File: config.mk
export PLATFORM = sky130hd
export DESIGN_NAME = uart_tx_frame_ctrl
export DESIGN_NICKNAME = d
export VERILOG_FILES = /design/src/rtl/uart_tx_pkg.sv /design/src/rtl/uart_parity_calc.sv /design/src/rtl/uart_tx_frame_ctrl.sv
export SDC_FILE = /design/constraint.sdc
export NUM_CORES = 1
export LEC_CHECK = 0
export ABC_AREA = 0
export CAP_MARGIN = 20
export CELL_PAD_IN_SITES_DETAIL_PLACEMENT = 1
export CELL_PAD_IN_SITES_GLOBAL_PLACEMENT = 1
export CORE_AREA = 3 3 48 50
export CTS_BUF_LIST = sky130_fd_sc_hd__clkbuf_8
export CTS_CLUSTER_DIAMETER = 30
export DETAILED_ROUTE_END_ITERATION = 10
export DIE_AREA = 0 0 51 53
export PLACE_DENSITY_LB_ADDON = 0.1
export REMOVE_ABC_BUFFERS = 1
export SLEW_MARGIN = 20
export SYNTH_ARGS = -nofsm -noshare
export SYNTH_HDL_FRONTEND = slang
export SYNTH_SLANG_ARGS = --single-unit
File: constraint.sdc
create_clock -name CLK -period 2.9 [get_ports CLK]
set_input_delay 0.58 -clock CLK [delete_from_list [all_inputs] [get_ports CLK]]
set_output_delay 0.58 -clock CLK [all_outputs]
set_load 0.1 [all_outputs]
File: src/rtl/uart_tx_pkg.sv
// Shared constants and state encoding for the UART transmit framing path.
package uart_tx_pkg;

    localparam int DATA_WIDTH = 8;

    localparam logic PAR_EVEN = 1'b0;
    localparam logic PAR_ODD  = 1'b1;

    localparam logic [2:0] ST_IDLE   = 3'd0;
    localparam logic [2:0] ST_START  = 3'd1;
    localparam logic [2:0] ST_DATA   = 3'd2;
    localparam logic [2:0] ST_PARITY = 3'd3;
    localparam logic [2:0] ST_STOP   = 3'd4;

    typedef enum logic [2:0] {
        IDLE   = ST_IDLE,
        START  = ST_START,
        DATA   = ST_DATA,
        PARITY = ST_PARITY,
        STOP   = ST_STOP
    } tx_state_e;

endpackage

File: src/rtl/uart_parity_calc.sv
// Combinational parity generator: XOR-reduce of the data word, inverted for odd parity.
module uart_parity_calc
    import uart_tx_pkg::*;
#(
    parameter int Data_Width = DATA_WIDTH
) (
    input  logic [Data_Width-1:0] data_i,
    input  logic                  par_typ_i,
    output logic                  par_bit_o
);

    assign par_bit_o = (par_typ_i == PAR_ODD) ? ~(^data_i) : (^data_i);

endmodule

File: src/rtl/uart_tx_frame_ctrl.sv
// UART TX framing controller: accepts a byte, loads the serializer and builds
// start / data / optional parity / stop on a registered, idle-high line.
module uart_tx_frame_ctrl
    import uart_tx_pkg::*;
#(
    parameter int Data_Width = DATA_WIDTH
) (
    input  logic                  CLK,
    input  logic                  RST,
    input  logic [Data_Width-1:0] P_DATA,
    input  logic                  Data_Valid,
    input  logic                  PAR_EN,
    input  logic                  PAR_TYP,
    input  logic                  Ser_Data,
    input  logic                  Ser_Done,
    output logic                  Ser_Enable,
    output logic [Data_Width-1:0] Ser_PData,
    output logic                  TX_OUT,
    output logic                  Busy
);

    tx_state_e             state_q, state_d;
    logic [Data_Width-1:0] pdata_q, pdata_d;
    logic                  par_en_q, par_en_d;
    logic                  par_bit_q, par_bit_d;
    logic                  tx_out_q;
    logic                  busy_q;
    logic                  par_bit_calc;
    logic                  line_val;
    logic                  ser_en;
    logic                  accept;

    uart_parity_calc #(
        .Data_Width (Data_Width)
    ) u_parity (
        .data_i    (P_DATA),
        .par_typ_i (PAR_TYP),
        .par_bit_o (par_bit_calc)
    );

    // Busy still high in the first IDLE cycle after STOP enforces the idle gap.
    assign accept = (state_q == IDLE) && !busy_q && Data_Valid;

    always_comb begin
        // NOTE: every output of this block gets a default first, so no path
        // leaves a signal unassigned and no latch is inferred.
        state_d   = state_q;
        pdata_d   = pdata_q;
        par_en_d  = par_en_q;
        par_bit_d = par_bit_q;
        line_val  = 1'b1;
        ser_en    = 1'b0;

        case (state_q)
            IDLE: begin
                if (accept) begin
                    pdata_d   = P_DATA;
                    par_en_d  = PAR_EN;
                    par_bit_d = par_bit_calc;
                    state_d   = START;
                end
            end
            START: begin
                line_val = 1'b0;
                ser_en   = 1'b1;
                state_d  = DATA;
            end
            DATA: begin
                // Frame length is owned by the serializer's Done flag.
                line_val = Ser_Data;
                if (Ser_Done) begin
                    state_d = par_en_q ? PARITY : STOP;
                end
            end
            PARITY: begin
                line_val = par_bit_q;
                state_d  = STOP;
            end
            STOP: begin
                state_d = IDLE;
            end
            default: begin
                state_d = IDLE;
            end
        endcase
    end

    always_ff @(posedge CLK or negedge RST) begin
        // NOTE: sequential state uses non-blocking assignments so every
        // register samples the pre-edge values of the others.
        if (!RST) begin
            state_q   <= IDLE;
            pdata_q   <= '0;
            par_en_q  <= 1'b0;
            par_bit_q <= 1'b0;
            tx_out_q  <= 1'b1;
            busy_q    <= 1'b0;
        end else begin
            state_q   <= state_d;
            pdata_q   <= pdata_d;
            par_en_q  <= par_en_d;
            par_bit_q <= par_bit_d;
            tx_out_q  <= line_val;
            busy_q    <= (state_q != IDLE);
        end
    end

    assign Ser_Enable = ser_en;
    assign Ser_PData  = pdata_q;
    assign TX_OUT     = tx_out_q;
    assign Busy       = busy_q;

endmodule

# Word-level counts from Yosys, hierarchy flattened
# Cells that the tools add are included.
dict set report op_classes {
  eq_ne 5
  n_mux 7
  bitwise_logic 1
  n_reduce_logical 8
}
# cell count
set ops {}
lappend ops {{$pmux W3 S4} 1}
lappend ops {{$mux W3} 3}
lappend ops {{$reduce_xor A8 Y1} 1}
lappend ops {{$eq A3 B2 Y1 const B} 2}
lappend ops {{$ne A2 B2 Y1 const B} 2}
lappend ops {{$reduce_and A2 Y1} 2}
lappend ops {{$eq A3 B1 Y1 const B} 1}
lappend ops {{$logic_not A3 Y1} 1}
lappend ops {{$pmux W1 S3} 1}
lappend ops {{$reduce_bool A3 Y1} 1}
lappend ops {{$logic_and A1 B1 Y1} 2}
lappend ops {{$mux W1} 2}
lappend ops {{$logic_not A1 Y1} 1}
lappend ops {{$not A1 Y1} 1}
dict set report totals {
  reg_bits 15
  inputBits 15
  output_inout_bits 11
  elab_cells 27
}

# Longest topological paths before layout
# Gate-level depths: netlist of the first run.
dict set report logic_depth {
  ltp_word 5
  depth_mapped 6
  depth_no_buf 4
}

# By module
# A second synthesis of the first run with hierarchy kept.
dict set report hier_totals {
  hier_cells 50
  hier_area_um2 723.2
}
# mod n_inst cells_per_inst area_per_inst_um2 seq_area_each_um2
set by_module_without_submodules {}
lappend by_module_without_submodules {uart_tx_frame_ctrl 1 43 640.6 376.6}
lappend by_module_without_submodules {uart_parity_calc 1 7 82.6 0.0}

# Least setup slack after synthesis of the first run
# Ideal clock, no wire load.
dict set report synth_timing {
  path_kind {flip-flop to output port}
  from {register state_q[1]}
  to {output port Ser_Enable}
  arrival_ns 2.686
  required_time_ns 2.320
  path_slack_ns -0.366
  stages_incl_launch_ff 3
  cell_sequence {dfrtp_1 buf_6 nor3b_1}
}
dict set report synth_via {
  elab_chain_cells 2
}
# element line_no
set synth_rtl {}
lappend synth_rtl {{start, declared} uart_tx_frame_ctrl.sv:22} ;# tx_state_e state_q, state_d;
lappend synth_rtl {{start signal, assigned} uart_tx_frame_ctrl.sv:99} ;# state_q <= state_d;
lappend synth_rtl {{$eq A3 B1 Y1} uart_tx_frame_ctrl.sv:54} ;# case (state_q)
lappend synth_rtl {{$mux W1} uart_tx_frame_ctrl.sv:54}
lappend synth_rtl {{end, declared} uart_tx_frame_ctrl.sv:16} ;# output logic Ser_Enable,
# No other way between the ends.

# Final worst setup path of the first run
# Same ends and word-level chain as after synthesis.

==> flow_metrics.tcl, run 1 <==
set metrics [dict create \
    antenna_found_initial 0 \
    grt_first_pass_wirelength_um 2076 \
    insertedDiodeCount 0 \
    port_buffers 25 \
    synth_area_um2 711.9 \
    cts_resized 0 \
    hold_path_startpoint "par_bit_q" \
    multi_input_area_um2 305.3 \
    fillers 213 \
    crit_path_start_kind "register" \
    crit_end "Ser_Enable" \
    die_h_um 53 \
    fin_ws_ps 1066 \
    syn_avg_cell_area_um2 14.53 \
    cts-buffers-inserted 3 \
    maxCapViolCount 0 \
    grt_max_degree 16 \
    cp.required_ps 2320 \
    dp_cells 99 \
    path_clk_slew_ps 60 \
    finalSetupTns_ps 0 \
    max_freq_ghz 0.5454 \
    rsz0062_at_grt "false" \
    r2r_end "Ser_PData[3]" \
    tritoncts "yes" \
    dieWidth_um 51 \
    slew_headroom_pct 54.74 \
    fin_nets 92 \
    core_area_um2 1942 \
    hp-class "reg -> reg" \
    pre_cts_ws_ps 854.5 \
    final.period_utilization_pct 63.23 \
    ant_nets 0 \
    period_minus_slack_ps 1834 \
    worstPathArrival_ps 1250 \
    r2r_start "state_q[1]" \
    skew_ps 3.039 \
    routed_via_density 4.476 \
    die_area_um2 2703 \
    wirelength_um 1289 \
    startpoint "state_q[1]" \
    ys_seq_area_share_pct 52.90 \
    core.rowCount 16 \
    cts_sinks 15 \
    grt_pass1_vias 466 \
    regArea_um2 376.6 \
    route.detailed.drc 0 \
    status "finished, final reports clean" \
    drt_iter0_drc 1 \
    ios 26 \
    cts_max_level 1 \
    first_pass_iters 2 \
    final_cell_mix "dfrtp_1 (14), clkdlybuf4s50_1 (14), buf_4 (11), mux2_4 (8), xnor2_1 (4)" \
    cts_setup_buffers 0 \
    synth_seq_cells 15 \
    grt.total_usage_pct 10.44 \
    end_kind "output pin" \
    synth_cell_type_count 20 \
    ctsHoldBuffers 0 \
    tightest_slew_ps 676.7 \
    synth_warnings 0 \
    ctsRootBufferMaster "clkbuf_8" \
    synth_cells 49 \
    worst-r2r-setup-slack_ps 1080 \
    timing_hold_violations_final 0 \
    wl_per_cell_um 12.51 \
    gp_congestion 0.6840 \
    layout-drive-gt1-share_pct 34.21 \
    dpl.hpwl_um 982.4 \
    setup_violations 0 \
    clockBufferDepth 2 \
    slew_violations 0 \
    crit_type "reg -> out" \
    vias 461 \
    crit_fanout 8 \
    overflow 0 \
    start_util_pct 36.66 \
    fin_cells 103 \
    r2r_cells 3 \
    clk_latency_ps 240 \
    syn2layout_area_growth_pct 39.19 \
]
==> registers in the layout (all words and copies together) (netlist names) <==
name and flops:
state_q 3, Busy 1, par_en_q 1, par_bit_q 1
Ser_PData 8, TX_OUT 1
==> worst min-delay path by stage <==
stage,end,depth (start not counted)
2_1_floorplan,Busy,0
3_3_place_gp,par_bit_q,2
3_5_place_dp,Ser_PData[6],1
4_1_cts,Ser_PData[3],1
5_1_grt,Ser_PData[3],1
6_report,par_bit_q,2
==> per-layer routing <==
metal	track usage [%]	up-vias	share of wire, %
met4	5.381	0	0
met1	12.43	222	43
met2	17.60	15	49
met5	0	-	0
met3	2.254	0	7.1
li1	-	224	-
==> logic make-up (layout without fill, tap and decap cells) <==
| group | count (synthesis) | after routing | synth area share (%) |
|---|---|---|---|
| buf+inv | 4 | 31 | 4.218 |
| simple gates | 8 | 8 | 8.082 |
| flops | 15 | 15 | 52.90 |
| compound gates | 5 | 5 | 4.394 |
| mux | 10 | 10 | 19.86 |
| xor+xnor | 7 | 7 | 10.54 |
==> synthesized netlist by cell type <==
master   count  area [µm²]
a21oi_1      2       10.01
a311o_1      1       10.01
a31oi_1      1       6.260
buf_6        2       22.52
dfrtp_1     14       350.3
dfstp_2      1       26.28
inv_1        2       7.510
mux2_2       1       11.26
mux2_4       8       120.1
mux2i_1      1       10.01
nand2_1      1       3.750
nor2_1       1       3.750
nor3_1       1       5.000
nor3b_1      3       22.52
o21ai_0      1       5.000
or3_4        1       11.26
or3b_4       1       11.26
xnor2_1      4       35.03
xnor3_1      1       22.52
xor2_1       2       17.52
==> worst max-delay path: stages, from the launching register on <==
cell	delay (ps)
dfrtp_1	460
nor3b_1	230
buf_4	320
==> final cells by class <==
class	instances	share of cell area, %
Multi-Input combinational cell	30	30.81
Tap cell	27	3.409
Timing Repair Buffer	25	22.47
Clock inverter	1	0.3788
Inverter	2	0.7576
Sequential cell	15	38.01
Clock buffer	3	4.167
==> per-stage QoR <==
stage          cell area (µm²)  utilization (%)  hold slack [ps]
4_1_cts                  991.0            51.03            518.4
6_report                 991.0            51.03            511.5
3_3_place_gp             945.9            48.71            477.9
3_5_place_dp             945.9            48.71            499.4
5_1_grt                  991.0            51.03            531.0
2_1_floorplan            689.4                -            284.4
Power of run 1 is left out: the tool's default activity adds up to more than one toggle a clock period on the data nets, which glitch-free logic cannot reach.
==> run 2: changes to the inputs <==
- CORE_AREA: 3 3 48 50 -> 3 3 50 52
- DIE_AREA: 0 0 51 53 -> 0 0 53 55
- clock period: 2.9 -> 1.7 ns (I/O delays scaled with it)
==> run 2 against run 1 <==
  * Utilization increased by 4.1 points
  * Non-clock buffer count increased by 5
  * Worst setup slack got worse by 1100 ps
  * Critical endpoint is now Ser_PData[3]
  * Highest routed layer unchanged
==> flow_metrics.tcl, run 2 (synthesized netlist as in run 1, its figures left out) <==
set metrics [dict create \
    status "finished, final reports clean" \
    hp-class "in -> async" \
    rsz0062_at_grt "true" \
    crit_fanout 6 \
    fin_ws_ps 12.98 \
    route.detailed.drc 0 \
    die_h_um 55 \
    drt_iter0_drc 3 \
    grt_pass1_vias 539 \
    grt_first_pass_wirelength_um 2760 \
    start_util_pct 33.14 \
    dpl.hpwl_um 1186 \
    regArea_um2 376.6 \
    gp_congestion 0.7003 \
    cts_sinks 15 \
    layout-drive-gt1-share_pct 40.24 \
    dp_cells 105 \
    core_area_um2 2148 \
    grt.total_usage_pct 14.09 \
    insertedDiodeCount 0 \
    placedInstanceArea_um2 1122 \
    multi_input_area_um2 321.6 \
    die_area_um2 2915 \
    first_pass_iters 3 \
    fillers 214 \
    vias 516 \
    wl_per_cell_um 15.95 \
    cts-buffers-inserted 3 \
    end_kind "register" \
    fin_nets 98 \
    cp.required_ps 1830 \
    tritoncts "yes" \
    path_clk_slew_ps 60 \
    core.rowCount 17 \
    setup_violations 0 \
    ant_nets 0 \
    clockBufferDepth 2 \
    final_core_util_pct 55.10 \
    grt_max_degree 16 \
    wirelength_um 1754 \
    dieWidth_um 53 \
    tightest_slew_ps 282.0 \
    slew_violations 0 \
    design_area_um2 1184 \
    clk_latency_ps 250 \
    timing_hold_violations_final 0 \
    syn2layout_area_growth_pct 66.26 \
    worstPathArrival_ps 1820 \
    maxCapViolCount 0 \
    max_freq_ghz 0.5928 \
    ctsRootBufferMaster "clkbuf_8" \
    ios 26 \
    final_cell_mix "dfrtp_1 (14), clkdlybuf4s50_1 (14), buf_12 (11), mux2_4 (8), buf_4 (5)" \
    routed_via_density 4.691 \
    period_minus_slack_ps 1687 \
    crit_type "reg -> reg" \
    cts_setup_buffers 0 \
    ctsHoldBuffers 0 \
    crit_path_start_kind "register" \
    overflow 0 \
    port_buffers 25 \
    final.period_utilization_pct 99.24 \
    fin_cells 110 \
    skew_ps 1.781 \
    slew_headroom_pct 81.12 \
    cts_max_level 1 \
    antenna_found_initial 0 \
    pre_cts_ws_ps -103.2 \
    worst-r2r-setup-slack_ps 10 \
    largest_register_ffs 8 \
]
-- run 2: metal layers --
metal	GRT usage (%)	vias to the layer above	wire length, µm
met5	0	-	0
met2	25.21	15	896
met4	5.106	0	0
met3	2.681	0	86
met1	16.86	260	771
li1	-	241	-
-- run 2: timing repair --
item	CTS	global route
resized for setup	2	0
endpoints found under the setup margin	9	6
cloned	1	0
pin swaps	1	0
-- run 2: path summary, 6_finish.rpt --
check | startpoint | cells after the start | endpoint
max | state_q[0] | 3 | Ser_PData[3]
min | RST | 2 | Ser_PData[2]
max reg2reg | state_q[0] | 3 | Ser_PData[3]
min reg2reg | par_bit_q | 2 | par_bit_q
max in group asynchronous | RST | 2 | TX_OUT
min in group CLK | par_bit_q | 2 | par_bit_q
-- run 2: through the flow --
step | setup TNS (ps) | hold slack (ps)
final | 0 | 415.8
after global routing | -80.96 | 426.9
after CTS | 0 | 420.0
after detailed placement | -577.2 | 481.5
after global placement | -465.9 | 477.5
after floorplan | -2058 | 44.41
-- run 2: critical path: stages (launching register included) --
cell and delay [ps]:
dfrtp_1 370, or3_4 410, or3b_4 470, mux2_4 330
-- run 2: cell type report --
class                      instances  area share, %
timing repair buffer              30          33.62
multi-input combinational         31          27.17
clock inverter                     1         0.3171
inverter                           2         0.6342
clock buffer                       3          3.488
tap                               28          2.960
sequential                        15          31.82
Power of run 2 is left out for the same reason.
